[src/rtl/spi_master_ctrl_if.sv]
// Command/response/configuration bundle between the register front end
// (master side) and the SPI engine (slave side).
interface spi_master_ctrl_if #(
   parameter int DATA_W = 8,
   parameter int NUM_SS = 3,
   parameter int DIV_W  = 8
);
   logic              cfg_en;
   logic              cfg_cpol;
   logic              cfg_cpha;
   logic [DIV_W-1:0]  cfg_div;
   logic              cmd_valid;
   logic              cmd_ready;
   logic [DATA_W-1:0] cmd_data;
   logic [NUM_SS-1:0] cmd_ss;
   logic              cmd_last;
   logic              rsp_valid;
   logic              rsp_ready;
   logic [DATA_W-1:0] rsp_data;
   logic              fault;
   logic              fault_clr;

   modport master (
      output cfg_en, cfg_cpol, cfg_cpha, cfg_div,
      output cmd_valid, cmd_data, cmd_ss, cmd_last,
      output rsp_ready, fault_clr,
      input  cmd_ready, rsp_valid, rsp_data, fault
   );

   modport slave (
      input  cfg_en, cfg_cpol, cfg_cpha, cfg_div,
      input  cmd_valid, cmd_data, cmd_ss, cmd_last,
      input  rsp_ready, fault_clr,
      output cmd_ready, rsp_valid, rsp_data, fault
   );
endinterface

[src/rtl/spi_master_ctrl.sv]
// SPI master engine: one word per command, four CPOL/CPHA modes, runtime
// divider, select held across bursts, sticky multi-master mode fault.
module spi_master_ctrl #(
   parameter int DATA_W    = 8,
   parameter int NUM_SS    = 3,
   parameter int DIV_W     = 8,
   parameter int LSB_FIRST = 0
) (
   input  logic              ACLK,
   input  logic              ARESETN,
   spi_master_ctrl_if.slave  bus,
   input  logic              SCLKI,
   output logic              SCLKO,
   output logic              SCLKTN,
   input  logic              SI,
   output logic              MO,
   output logic              MOTN,
   input  logic              MI,
   output logic              SO,
   output logic              STN,
   input  logic              SSIN,
   output logic [NUM_SS-1:0] SSON,
   output logic              SSNTN
);

   localparam int CNT_W  = DIV_W + 1;
   localparam int EDGE_W = $clog2(2 * DATA_W + 1);
   localparam logic [CNT_W-1:0]  CNT_ONE   = CNT_W'(1);
   localparam logic [EDGE_W-1:0] EDGE_ONE  = EDGE_W'(1);
   localparam logic [EDGE_W-1:0] EDGE_LAST = EDGE_W'(2 * DATA_W);
   localparam logic [EDGE_W-1:0] EDGE_PEN  = EDGE_W'(2 * DATA_W - 1);

   typedef enum logic [2:0] {S_IDLE, S_LEAD, S_XFER, S_TRAIL, S_GAP, S_WAIT} state_t;

   state_t              r_state, w_state_next;
   logic [CNT_W-1:0]    r_cnt, w_cnt_next;
   logic [EDGE_W-1:0]   r_edge, w_edge_next;
   logic                r_cpol, w_cpol_next;
   logic                r_cpha, w_cpha_next;
   logic [DIV_W-1:0]    r_div, w_div_next;
   logic [DATA_W-1:0]   r_tx, w_tx_next;
   logic [DATA_W-1:0]   r_rx, w_rx_next;
   logic                r_last, w_last_next;
   logic                r_sclk, w_sclk_next;
   logic                r_mo, w_mo_next;
   logic [NUM_SS-1:0]   r_sson, w_sson_next;
   logic                r_rsp_valid, w_rsp_valid_next;
   logic [DATA_W-1:0]   r_rsp_data, w_rsp_data_next;
   logic                r_fault, w_fault_next;
   logic                r_oe_n, w_oe_n_next;
   logic                r_ssin_meta, r_ssin_sync;
   logic                r_rst_done;

   logic                w_cmd_ready, w_accept, w_trig, w_abort;
   logic                w_toggle, w_sample, w_update;
   logic [CNT_W-1:0]    w_div_ext, w_cfg_div_ext;
   logic                w_unused;

   // First bit to shift out of a word
   function automatic logic f_head(input logic [DATA_W-1:0] v);
      return (LSB_FIRST != 0) ? v[0] : v[DATA_W-1];
   endfunction

   // Word after its head bit has been sent
   function automatic logic [DATA_W-1:0] f_shift_out(input logic [DATA_W-1:0] v);
      return (LSB_FIRST != 0) ? (v >> 1) : (v << 1);
   endfunction

   // Receive shift; after DATA_W samples the word is in natural bit order
   function automatic logic [DATA_W-1:0] f_shift_in(input logic [DATA_W-1:0] v, input logic b);
      return (LSB_FIRST != 0) ? {b, v[DATA_W-1:1]} : {v[DATA_W-2:0], b};
   endfunction

   assign w_unused      = ^{SCLKI, SI};
   assign w_div_ext     = {1'b0, r_div};
   assign w_cfg_div_ext = {1'b0, bus.cfg_div};
   assign w_cmd_ready   = r_rst_done & ((r_state == S_IDLE) | (r_state == S_WAIT)) &
                          ~r_rsp_valid & ~r_fault & bus.cfg_en;
   assign w_accept      = bus.cmd_valid & w_cmd_ready;
   assign w_trig        = ~r_ssin_sync & bus.cfg_en & ((r_state != S_IDLE) | bus.cmd_valid);
   assign w_abort       = w_trig | ~bus.cfg_en;
   // Even toggle index = leading edge; CPHA picks which edge samples
   assign w_sample      = r_cpha ? r_edge[0] : ~r_edge[0];
   assign w_update      = ~w_sample & ~(~r_cpha & (r_edge == EDGE_PEN));

   // Next-state, datapath and pin values for the transfer sequencer
   always_comb begin
      w_state_next     = r_state;
      w_cnt_next       = r_cnt;
      w_edge_next      = r_edge;
      w_cpol_next      = r_cpol;
      w_cpha_next      = r_cpha;
      w_div_next       = r_div;
      w_tx_next        = r_tx;
      w_rx_next        = r_rx;
      w_last_next      = r_last;
      w_sclk_next      = r_sclk;
      w_mo_next        = r_mo;
      w_sson_next      = r_sson;
      w_rsp_valid_next = r_rsp_valid;
      w_rsp_data_next  = r_rsp_data;
      w_toggle         = 1'b0;

      if (r_rsp_valid && bus.rsp_ready) begin
         w_rsp_valid_next = 1'b0;
      end

      case (r_state)
         S_IDLE: begin
            w_sclk_next = bus.cfg_cpol;
            w_sson_next = '1;
            if (w_accept) begin
               w_cpol_next  = bus.cfg_cpol;
               w_cpha_next  = bus.cfg_cpha;
               w_div_next   = bus.cfg_div;
               w_last_next  = bus.cmd_last;
               w_sson_next  = ~bus.cmd_ss;
               // one extra lead cycle lets the select settle before the first edge
               w_cnt_next   = w_cfg_div_ext + CNT_ONE;
               w_edge_next  = '0;
               w_rx_next    = '0;
               w_state_next = S_LEAD;
               if (!bus.cfg_cpha) begin
                  w_mo_next = f_head(bus.cmd_data);
                  w_tx_next = f_shift_out(bus.cmd_data);
               end else begin
                  w_tx_next = bus.cmd_data;
               end
            end
         end
         S_LEAD: begin
            if (r_cnt == '0) begin
               w_state_next = S_XFER;
               w_cnt_next   = w_div_ext;
               w_toggle     = 1'b1;
            end else begin
               w_cnt_next = r_cnt - CNT_ONE;
            end
         end
         S_XFER: begin
            if (r_cnt == '0) begin
               w_cnt_next = w_div_ext;
               if (r_edge == EDGE_LAST) begin
                  w_state_next = S_TRAIL;
               end else begin
                  w_toggle = 1'b1;
               end
            end else begin
               w_cnt_next = r_cnt - CNT_ONE;
            end
         end
         S_TRAIL: begin
            w_sclk_next = r_cpol;
            if (r_cnt == '0) begin
               w_rsp_valid_next = 1'b1;
               w_rsp_data_next  = r_rx;
               w_cnt_next       = w_div_ext;
               if (r_last) begin
                  w_state_next = S_GAP;
                  w_sson_next  = '1;
               end else begin
                  w_state_next = S_WAIT;
               end
            end else begin
               w_cnt_next = r_cnt - CNT_ONE;
            end
         end
         S_GAP: begin
            w_sson_next = '1;
            if (r_cnt == '0) begin
               w_state_next = S_IDLE;
            end else begin
               w_cnt_next = r_cnt - CNT_ONE;
            end
         end
         S_WAIT: begin
            w_sclk_next = r_cpol;
            // select and clock configuration carry over from the first word
            if (w_accept) begin
               w_last_next  = bus.cmd_last;
               w_cnt_next   = w_div_ext + CNT_ONE;
               w_edge_next  = '0;
               w_rx_next    = '0;
               w_state_next = S_LEAD;
               if (!r_cpha) begin
                  w_mo_next = f_head(bus.cmd_data);
                  w_tx_next = f_shift_out(bus.cmd_data);
               end else begin
                  w_tx_next = bus.cmd_data;
               end
            end
         end
         default: begin
            w_state_next = S_IDLE;
         end
      endcase

      if (w_toggle) begin
         w_sclk_next = ~r_sclk;
         w_edge_next = r_edge + EDGE_ONE;
         if (w_sample) begin
            w_rx_next = f_shift_in(r_rx, MI);
         end else if (w_update) begin
            w_mo_next = f_head(r_tx);
            w_tx_next = f_shift_out(r_tx);
         end
      end

      // Abort drops the word in flight; an older pending response survives
      if (w_abort) begin
         w_state_next     = S_IDLE;
         w_sson_next      = '1;
         w_sclk_next      = bus.cfg_cpol;
         w_rsp_valid_next = r_rsp_valid & ~bus.rsp_ready;
         w_rsp_data_next  = r_rsp_data;
      end
   end

   // Fault is sticky; a fresh trigger beats a clear in the same cycle
   always_comb begin
      w_fault_next = r_fault;
      if (w_trig) begin
         w_fault_next = 1'b1;
      end else if (bus.fault_clr) begin
         w_fault_next = 1'b0;
      end
      w_oe_n_next = ~(bus.cfg_en & ~w_fault_next);
   end

   // State and datapath registers
   always_ff @(posedge ACLK or negedge ARESETN) begin
      if (!ARESETN) begin
         r_state     <= S_IDLE;
         r_cnt       <= '0;
         r_edge      <= '0;
         r_cpol      <= 1'b0;
         r_cpha      <= 1'b0;
         r_div       <= '0;
         r_tx        <= '0;
         r_rx        <= '0;
         r_last      <= 1'b0;
         r_sclk      <= 1'b0;
         r_mo        <= 1'b0;
         r_sson      <= '1;
         r_rsp_valid <= 1'b0;
         r_rsp_data  <= '0;
         r_fault     <= 1'b0;
         r_oe_n      <= 1'b1;
         r_rst_done  <= 1'b0;
      end else begin
         r_state     <= w_state_next;
         r_cnt       <= w_cnt_next;
         r_edge      <= w_edge_next;
         r_cpol      <= w_cpol_next;
         r_cpha      <= w_cpha_next;
         r_div       <= w_div_next;
         r_tx        <= w_tx_next;
         r_rx        <= w_rx_next;
         r_last      <= w_last_next;
         r_sclk      <= w_sclk_next;
         r_mo        <= w_mo_next;
         r_sson      <= w_sson_next;
         r_rsp_valid <= w_rsp_valid_next;
         r_rsp_data  <= w_rsp_data_next;
         r_fault     <= w_fault_next;
         r_oe_n      <= w_oe_n_next;
         r_rst_done  <= 1'b1;
      end
   end

   // Two-flop synchroniser for the external select; idles inactive (high)
   always_ff @(posedge ACLK or negedge ARESETN) begin
      if (!ARESETN) begin
         r_ssin_meta <= 1'b1;
         r_ssin_sync <= 1'b1;
      end else begin
         r_ssin_meta <= SSIN;
         r_ssin_sync <= r_ssin_meta;
      end
   end

   assign bus.cmd_ready = w_cmd_ready;
   assign bus.rsp_valid = r_rsp_valid;
   assign bus.rsp_data  = r_rsp_data;
   assign bus.fault     = r_fault;
   assign SCLKO         = r_sclk;
   assign MO            = r_mo;
   assign SSON          = r_sson;
   assign SCLKTN        = r_oe_n;
   assign MOTN          = r_oe_n;
   assign SSNTN         = r_oe_n;
   assign SO            = 1'b0;
   assign STN           = 1'b1;

endmodule
[src/flat_wrapper.sv]
// flat-port wrapper written by rule: the top's interface ports become plain ports
module spi_master_ctrl_flat 
#(
   parameter int DATA_W    = 8,
   parameter int NUM_SS    = 3,
   parameter int DIV_W     = 8,
   parameter int LSB_FIRST = 0
)
  (ACLK, ARESETN, SCLKI, SCLKO, SCLKTN, SI, MO, MOTN, MI, SO, STN, SSIN, SSON, SSNTN, bus_cfg_en, bus_cfg_cpol, bus_cfg_cpha, bus_cfg_div, bus_cmd_valid, bus_cmd_data, bus_cmd_ss, bus_cmd_last, bus_rsp_ready, bus_fault_clr, bus_cmd_ready, bus_rsp_valid, bus_rsp_data, bus_fault);
  spi_master_ctrl_if #(.DATA_W(DATA_W), .NUM_SS(NUM_SS), .DIV_W(DIV_W)) bus_i ();
  input  logic ACLK;
  input  logic ARESETN;
  input  logic SCLKI;
  output logic SCLKO;
  output logic SCLKTN;
  input  logic SI;
  output logic MO;
  output logic MOTN;
  input  logic MI;
  output logic SO;
  output logic STN;
  input  logic SSIN;
  output logic [NUM_SS-1:0] SSON;
  output logic SSNTN;
  input wire logic [$bits(bus_i.cfg_en)-1:0] bus_cfg_en;
  input wire logic [$bits(bus_i.cfg_cpol)-1:0] bus_cfg_cpol;
  input wire logic [$bits(bus_i.cfg_cpha)-1:0] bus_cfg_cpha;
  input wire logic [$bits(bus_i.cfg_div)-1:0] bus_cfg_div;
  input wire logic [$bits(bus_i.cmd_valid)-1:0] bus_cmd_valid;
  input wire logic [$bits(bus_i.cmd_data)-1:0] bus_cmd_data;
  input wire logic [$bits(bus_i.cmd_ss)-1:0] bus_cmd_ss;
  input wire logic [$bits(bus_i.cmd_last)-1:0] bus_cmd_last;
  input wire logic [$bits(bus_i.rsp_ready)-1:0] bus_rsp_ready;
  input wire logic [$bits(bus_i.fault_clr)-1:0] bus_fault_clr;
  output wire logic [$bits(bus_i.cmd_ready)-1:0] bus_cmd_ready;
  output wire logic [$bits(bus_i.rsp_valid)-1:0] bus_rsp_valid;
  output wire logic [$bits(bus_i.rsp_data)-1:0] bus_rsp_data;
  output wire logic [$bits(bus_i.fault)-1:0] bus_fault;
  assign bus_i.cfg_en = bus_cfg_en;
  assign bus_i.cfg_cpol = bus_cfg_cpol;
  assign bus_i.cfg_cpha = bus_cfg_cpha;
  assign bus_i.cfg_div = bus_cfg_div;
  assign bus_i.cmd_valid = bus_cmd_valid;
  assign bus_i.cmd_data = bus_cmd_data;
  assign bus_i.cmd_ss = bus_cmd_ss;
  assign bus_i.cmd_last = bus_cmd_last;
  assign bus_i.rsp_ready = bus_rsp_ready;
  assign bus_i.fault_clr = bus_fault_clr;
  assign bus_cmd_ready = bus_i.cmd_ready;
  assign bus_rsp_valid = bus_i.rsp_valid;
  assign bus_rsp_data = bus_i.rsp_data;
  assign bus_fault = bus_i.fault;
  spi_master_ctrl #(.DATA_W(DATA_W), .NUM_SS(NUM_SS), .DIV_W(DIV_W), .LSB_FIRST(LSB_FIRST)) u_core (.ACLK(ACLK), .ARESETN(ARESETN), .bus(bus_i), .SCLKI(SCLKI), .SCLKO(SCLKO), .SCLKTN(SCLKTN), .SI(SI), .MO(MO), .MOTN(MOTN), .MI(MI), .SO(SO), .STN(STN), .SSIN(SSIN), .SSON(SSON), .SSNTN(SSNTN));
endmodule
[config.mk]
export PLATFORM = sky130hd
export DESIGN_NAME = spi_master_ctrl_flat
export DESIGN_NICKNAME = d
export VERILOG_FILES = /design/src/rtl/spi_master_ctrl_if.sv /design/src/rtl/spi_master_ctrl.sv /design/src/flat_wrapper.sv
export SDC_FILE = /design/constraint.sdc
export NUM_CORES = 1
export LEC_CHECK = 0
export CAP_MARGIN = 0
export CORE_ASPECT_RATIO = 0.9
export CORE_MARGIN = 1.5
export CORE_UTILIZATION = 50
export DETAILED_ROUTE_END_ITERATION = 8
export MAX_ROUTING_LAYER = met4
export PLACE_DENSITY_LB_ADDON = 0.05
export SKIP_CTS_REPAIR_TIMING = 1
export SYNTH_ARGS = -nofsm -noshare
export SYNTH_HDL_FRONTEND = slang
export SYNTH_SLANG_ARGS = --single-unit
export TNS_END_PERCENT = 30
[constraint.sdc]
create_clock -name ACLK -period 2.31 [get_ports ACLK]
set_clock_uncertainty 0.2 [all_clocks]
set_input_delay 0.3465 -clock ACLK [delete_from_list [all_inputs] [get_ports ACLK]]
set_output_delay 0.3465 -clock ACLK [all_outputs]
set_load 0.1 [all_outputs]
# Yosys cells after proc, flatten, opt, wreduce, memory -nomap -nowiden
# Cells that the tools add are included.
# word_totals
reg_bits,63
inputBits,32
# classes
mux,56
n_addsub,4
n_reduce_logical,19
n_eq_ne,17
n_bitwise,28
# op_table
op,n
2-to-1 mux 8 bit,11
2-to-1 mux 9 bit,4
case mux 9 bit (4 select lines),1
2-to-1 mux 3 bit,11
"!= test 3 x 1 -> 1 bit, second input constant",7
2-to-1 mux 1 bit,20
"adder 8 x 1 -> 9 bit, second input constant",2
case mux 8 bit (2 select lines),1
2-to-1 mux 5 bit,3
case mux 3 bit (5 select lines),1
NOT 1 bit,13
nonzero test 4 bit,3
bitwise AND 1 bit,11
zero test 9 bit,1
case mux 3 bit (3 select lines),1
"subtractor 9 x 1 -> 9 bit, second input constant",1
"== test 3 x 2 -> 1 bit, second input constant",2
"== test 3 bit, second input constant",2
case mux 1 bit (2 select lines),3
AND reduction 2 bit,3
AND reduction 3 bit,2
AND reduction 6 bit,1
"adder 5 x 1 -> 5 bit, second input constant",1
"== test 5 x 4 -> 1 bit, second input constant",1
other kinds (13),18

# Depth between registers and ports, before layout
# depth
ltp_word,12
mapped_depth,11
depth_no_buf,9

# Least setup slack after synthesis
# No wires, ideal clock.
# synth_timing
kind,register to output
start,"register u_core.r_fault, in the netlist u_core.bus.fault"
end,output bus_cmd_ready
path_slack_ns,-1.473
t_arrival_ns,3.236
stages_incl_launch_ff,3
t_required_ns,1.764
path_buffers,0
cell_sequence,dfrtp_1 nand4bb_1 nor3_1
# synth_via
elab_chain_cells,3
# synth_lines
element,line_no,rtl
start: declaration,spi_master_ctrl.sv:49,"logic r_fault, w_fault_next;"
start signal: assignment,spi_master_ctrl.sv:265,r_fault <= w_fault_next;
NOT 1 bit,spi_master_ctrl.sv:78,~r_rsp_valid & ~r_fault & bus.cfg_en;
bitwise AND 1 bit (2 in a row),spi_master_ctrl.sv:78,
end: declaration,flat_wrapper.sv:35,output wire logic [$bits(bus_i.cmd_ready)-1:0] bus_cmd_ready;
# No other way between the ends.

# Final worst setup path
# layout_timing
start,register u_core.r_edge[0]
end,register u_core.r_tx[3]
# layout_via
elab_chain_cells,7
elab_cells_between_ends,14
cone_classes,2 x eq/ne; 7 x mux; 5 x bitwise
# layout_lines
element,line_no,rtl
start: declaration,spi_master_ctrl.sv:37,"logic [EDGE_W-1:0] r_edge, w_edge_next;"
start signal: assignment,spi_master_ctrl.sv:253,r_edge <= w_edge_next;
== test 5 x 4 -> 1 bit or NOT 1 bit (tied branches),"spi_master_ctrl.sv:84, spi_master_ctrl.sv:83",
bitwise AND 1 bit or 2-to-1 mux 1 bit (tied branches),"spi_master_ctrl.sv:84, spi_master_ctrl.sv:83",
NOT 1 bit,spi_master_ctrl.sv:84,assign w_update = ~w_sample & ~(~r_cpha & (r_edge == EDGE_PEN));
bitwise AND 1 bit,spi_master_ctrl.sv:84,
2-to-1 mux 8 bit,spi_master_ctrl.sv:203,end else if (w_update) begin
2-to-1 mux 8 bit,spi_master_ctrl.sv:201,if (w_sample) begin
2-to-1 mux 8 bit (*),spi_master_ctrl.sv:198,if (w_toggle) begin
named net u_core.w_tx_next[3],spi_master_ctrl.sv:41,"logic [DATA_W-1:0] r_tx, w_tx_next;"
end signal: assignment,spi_master_ctrl.sv:257,r_tx <= w_tx_next;
end: declaration,spi_master_ctrl.sv:41,
# The timed path passes the listed nets; every way through them passes the cells marked *.
# A chain may end at the register's enable or synchronous reset.

==> impl_metrics.ini <==
[die]
chipHeight_um = 84.9
dieArea_mm2 = 0.00797
core_area_mm2 = 0.00711
start_util_pct = 52.3
num_io_pins = 53
die_x_um = 94.0
rows = 29

[placement]
port_buffers = 48
dp_cells = 581
dp_hpwl_um = 7100
gp_congestion = 0.871

[worst_setup_path]
required_ns = 2.36
timing.rr.start = u_core.r_edge[0]$_DFFE_PN0P_
setup.worst_path.end_class = register
cp.arrival_ns = 2.40
startpoint = u_core.r_edge[0]$_DFFE_PN0P_
cpPeakStageDelay_ns = 0.54
crit_slowest_cell = or4_4
critPathLaunchType = register
critPathKind = reg2reg
path_cells = ha_2 > and3_4 > ha_4 > nor3b_2 > a21oi_2 > or4_4 > clkbuf_16 > a21oi_1
path_max_fanout = 8

[route]
ant_nets = 0
drt-pass1-iter-count = 6
drt_iter0_drc = 270
route.detailed.drc = 0
routed_wl_um = 10000
routedWlPerCell_um = 16.5
vias = 3566
via_per_inst = 5.87

[synth]
yosysTopAreaCell = dfrtp_1
ys_types = 69
async_flop_share_pct = 100
synth-edff-count = 0
synth_top_area_share_pct = 38.3
syn_inst = 399
synthFlopType = dfrtp_1
ys_warn_count = 0
synth-seq-area-share_pct = 42.6
syn_area_per_cell_um2 = 9.33
synthTopCellsByArea = dfrtp_1 (38%), mux2_2 (7.0%), nand2_1 (4.7%)
ys_seq_elements = 63
syn_area_mm2 = 0.00372

[clocking]
cts_sinks = 63
clk_pin_slew_ns = 0.08
clock_latency_ns = 0.35
clock_path_buffers = 2
cts.root.buffer_cell = clkbuf_8
cts_buffers = 9
htreeDepth = 3
cts_tree = yes

[final_layout]
final_core_util_pct = 73.1
insertedDiodeCount = 0
nets = 546
drive_gt1_share_pct = 35.6
final_cells = 607
area_growth_pct = 39.7

[power]
finalPower_mw = 3.39
powerDensity_mw_per_mm2 = 651
p_leak_nw = 2.27
peakVddDrop_uv = 459

[global_routing]
overflow = 0
grt_pass1_wl_um = 15900
track_usage_pct = 26.7
grt_pass1_vias = 3213
antenna_found_initial = 0
grt_max_degree = 40

[status]
violations = setup timing
status = complete, but fails checks

[sta]
slew_viol_final = 0
layout_min_cycle_time_ns = 2.35
hold_viol = 0
fin_ws_ns = -0.0372
rsz0062_at_grt = true
min_period_over_period_pct = 102
setup_viol = 8
fmaxAchievable_ghz = 0.426
fin_tns_setup_ns = -0.112

[min_path]
hold_path_class = reg2reg
min-delay-start = u_core.r_ssin_meta$_DFF_PN1_

[run]
drv_cap = 0
## sequential cells by signal, indices dropped and copies added (netlist names)
name / count
u_core.r_cpha: 1
u_core.SCLKO: 1
u_core.bus.fault: 1
u_core.MO: 1
u_core.r_div: 8
u_core.r_rx: 8
u_core.r_cpol: 1
u_core.MOTN: 1
u_core.r_rst_done: 1
u_core.r_ssin_sync: 1
u_core.bus.rsp_data: 8
u_core.SSON: 3
u_core.r_tx: 8
u_core.r_state: 3
u_core.r_last: 1
u_core.r_ssin_meta: 1
u_core.r_edge: 5
u_core.bus.rsp_valid: 1
u_core.r_cnt: 9
## power breakdown
part           internal, mW  leakage (nW)  switching [mW]  total, mW
clock                 0.620         0.114           0.485       1.11
combinational         0.413          1.37           0.434      0.847
sequential             1.25         0.790           0.181       1.43
## path summary, 6_finish.rpt
| path | to | slack, ns | cells after the start |
|---|---|---|---|
| min in group asynchronous | u_core.r_cnt[4]$_DFFE_PN0P_ | 0.34 | 3 |
| hold / removal | u_core.r_ssin_sync$_DFF_PN1_ | 0.16 | 0 |
| max in group asynchronous | u_core.bus.rsp_valid$_DFF_PN0_ | 1.16 | 3 |
| hold reg to reg | u_core.r_ssin_sync$_DFF_PN1_ | 0.16 | 0 |
| setup reg to reg | u_core.r_tx[3]$_DFF_PN0_ | -0.04 | 8 |
| setup / recovery | u_core.r_tx[3]$_DFF_PN0_ | -0.04 | 8 |
## cell families (layout without fill, tap and decap cells)
family                   count (synthesis)  in the layout  share of synthesized area, %
flip-flops                              63             63                          42.6
buffers and inverters                   37            151                          4.64
AND/OR/NAND/NOR                        151            151                          21.0
XOR/XNOR                                 9              9                          2.12
other                                    2              3                         0.202
adder cells (fa/ha/maj)                  5              5                          1.68
multiplexers                            32             32                          9.55
AO/OA/AOI/OAI                          100            100                          18.3
## cell usage after synthesis (all sizes together), types with 3 or more instances
master,number
mux2,25
o22ai,4
dfrtp,57
nor3,11
a31oi,3
a22o,4
and3,7
mux2i,7
or4,3
a221oi,4
nand2,47
o21ai,31
inv,13
clkbuf,6
a21oi,21
dfstp,6
a222oi,7
nand3,16
nor4,5
xnor2,3
or3,4
nor2,31
nand2b,6
o211ai,5
or2,3
buf,17
ha,5
xor2,6
nor2b,5
a22oi,3
## placed cells by master, fill, tap and decap left out, drive strengths merged, types with 3 or more instances in the layout
cell | Yosys | layout
nor4 | 5 | 5
buf | 17 | 91
mux2 | 25 | 25
and3 | 7 | 7
or4 | 3 | 3
or3 | 4 | 4
dfstp | 6 | 6
a222oi | 7 | 7
conb | 2 | 3
nand2b | 6 | 6
a31oi | 3 | 3
ha | 5 | 5
xor2 | 6 | 6
mux2i | 7 | 7
nand2 | 47 | 47
inv | 13 | 15
o22ai | 4 | 4
nor2b | 5 | 5
nand3 | 16 | 16
a221oi | 4 | 4
dfrtp | 57 | 57
clkbuf | 6 | 10
clkdlybuf4s50 | 0 | 28
o211ai | 5 | 5
a22o | 4 | 4
xnor2 | 3 | 3
a21oi | 21 | 21
nor2 | 31 | 31
a22oi | 3 | 3
nor3 | 11 | 11
or2 | 3 | 3
o21ai | 31 | 31
clkinv | 1 | 4
## layer usage
metal	routed length, um	GRT usage (%)	up-vias
li1	-	-	1674
met5	0	-	-
met1	4640	37.8	1742
met3	662	6.36	15
met2	4570	38.3	135
met4	157	7.60	0
## worst max-delay path, delay by kind of cell, from the launching register on
kind	cells	cell delay (ns)
AND/OR/NAND/NOR	3	0.91
flip-flops	1	0.40
adder cells (fa/ha/maj)	2	0.33
AO/OA/AOI/OAI	2	0.23
buffers and inverters	1	0.19
## cell type report
class	instances	area, um^2
fill	535	1910
clock inverter	7	104
sequential	63	1590
inverter	14	52.6
multi-input combinational	300	2140
tap	93	116
clock buffer	9	124
timing repair buffer	121	1060
## stage by stage
stage / area [um^2] / hold slack, ns / worst slack (ns)
after detailed placement: 4700 / 0.147 / -0.370
after floorplan: 3780 / -0.149 / -0.151
after global placement: 4700 / 0.153 / -0.300
after CTS: 4930 / -0.197 / -0.0962
after global routing: 5200 / 0.176 / -0.0795
final: 5200 / 0.160 / -0.0372
Power figures use the tool's default switching activity.
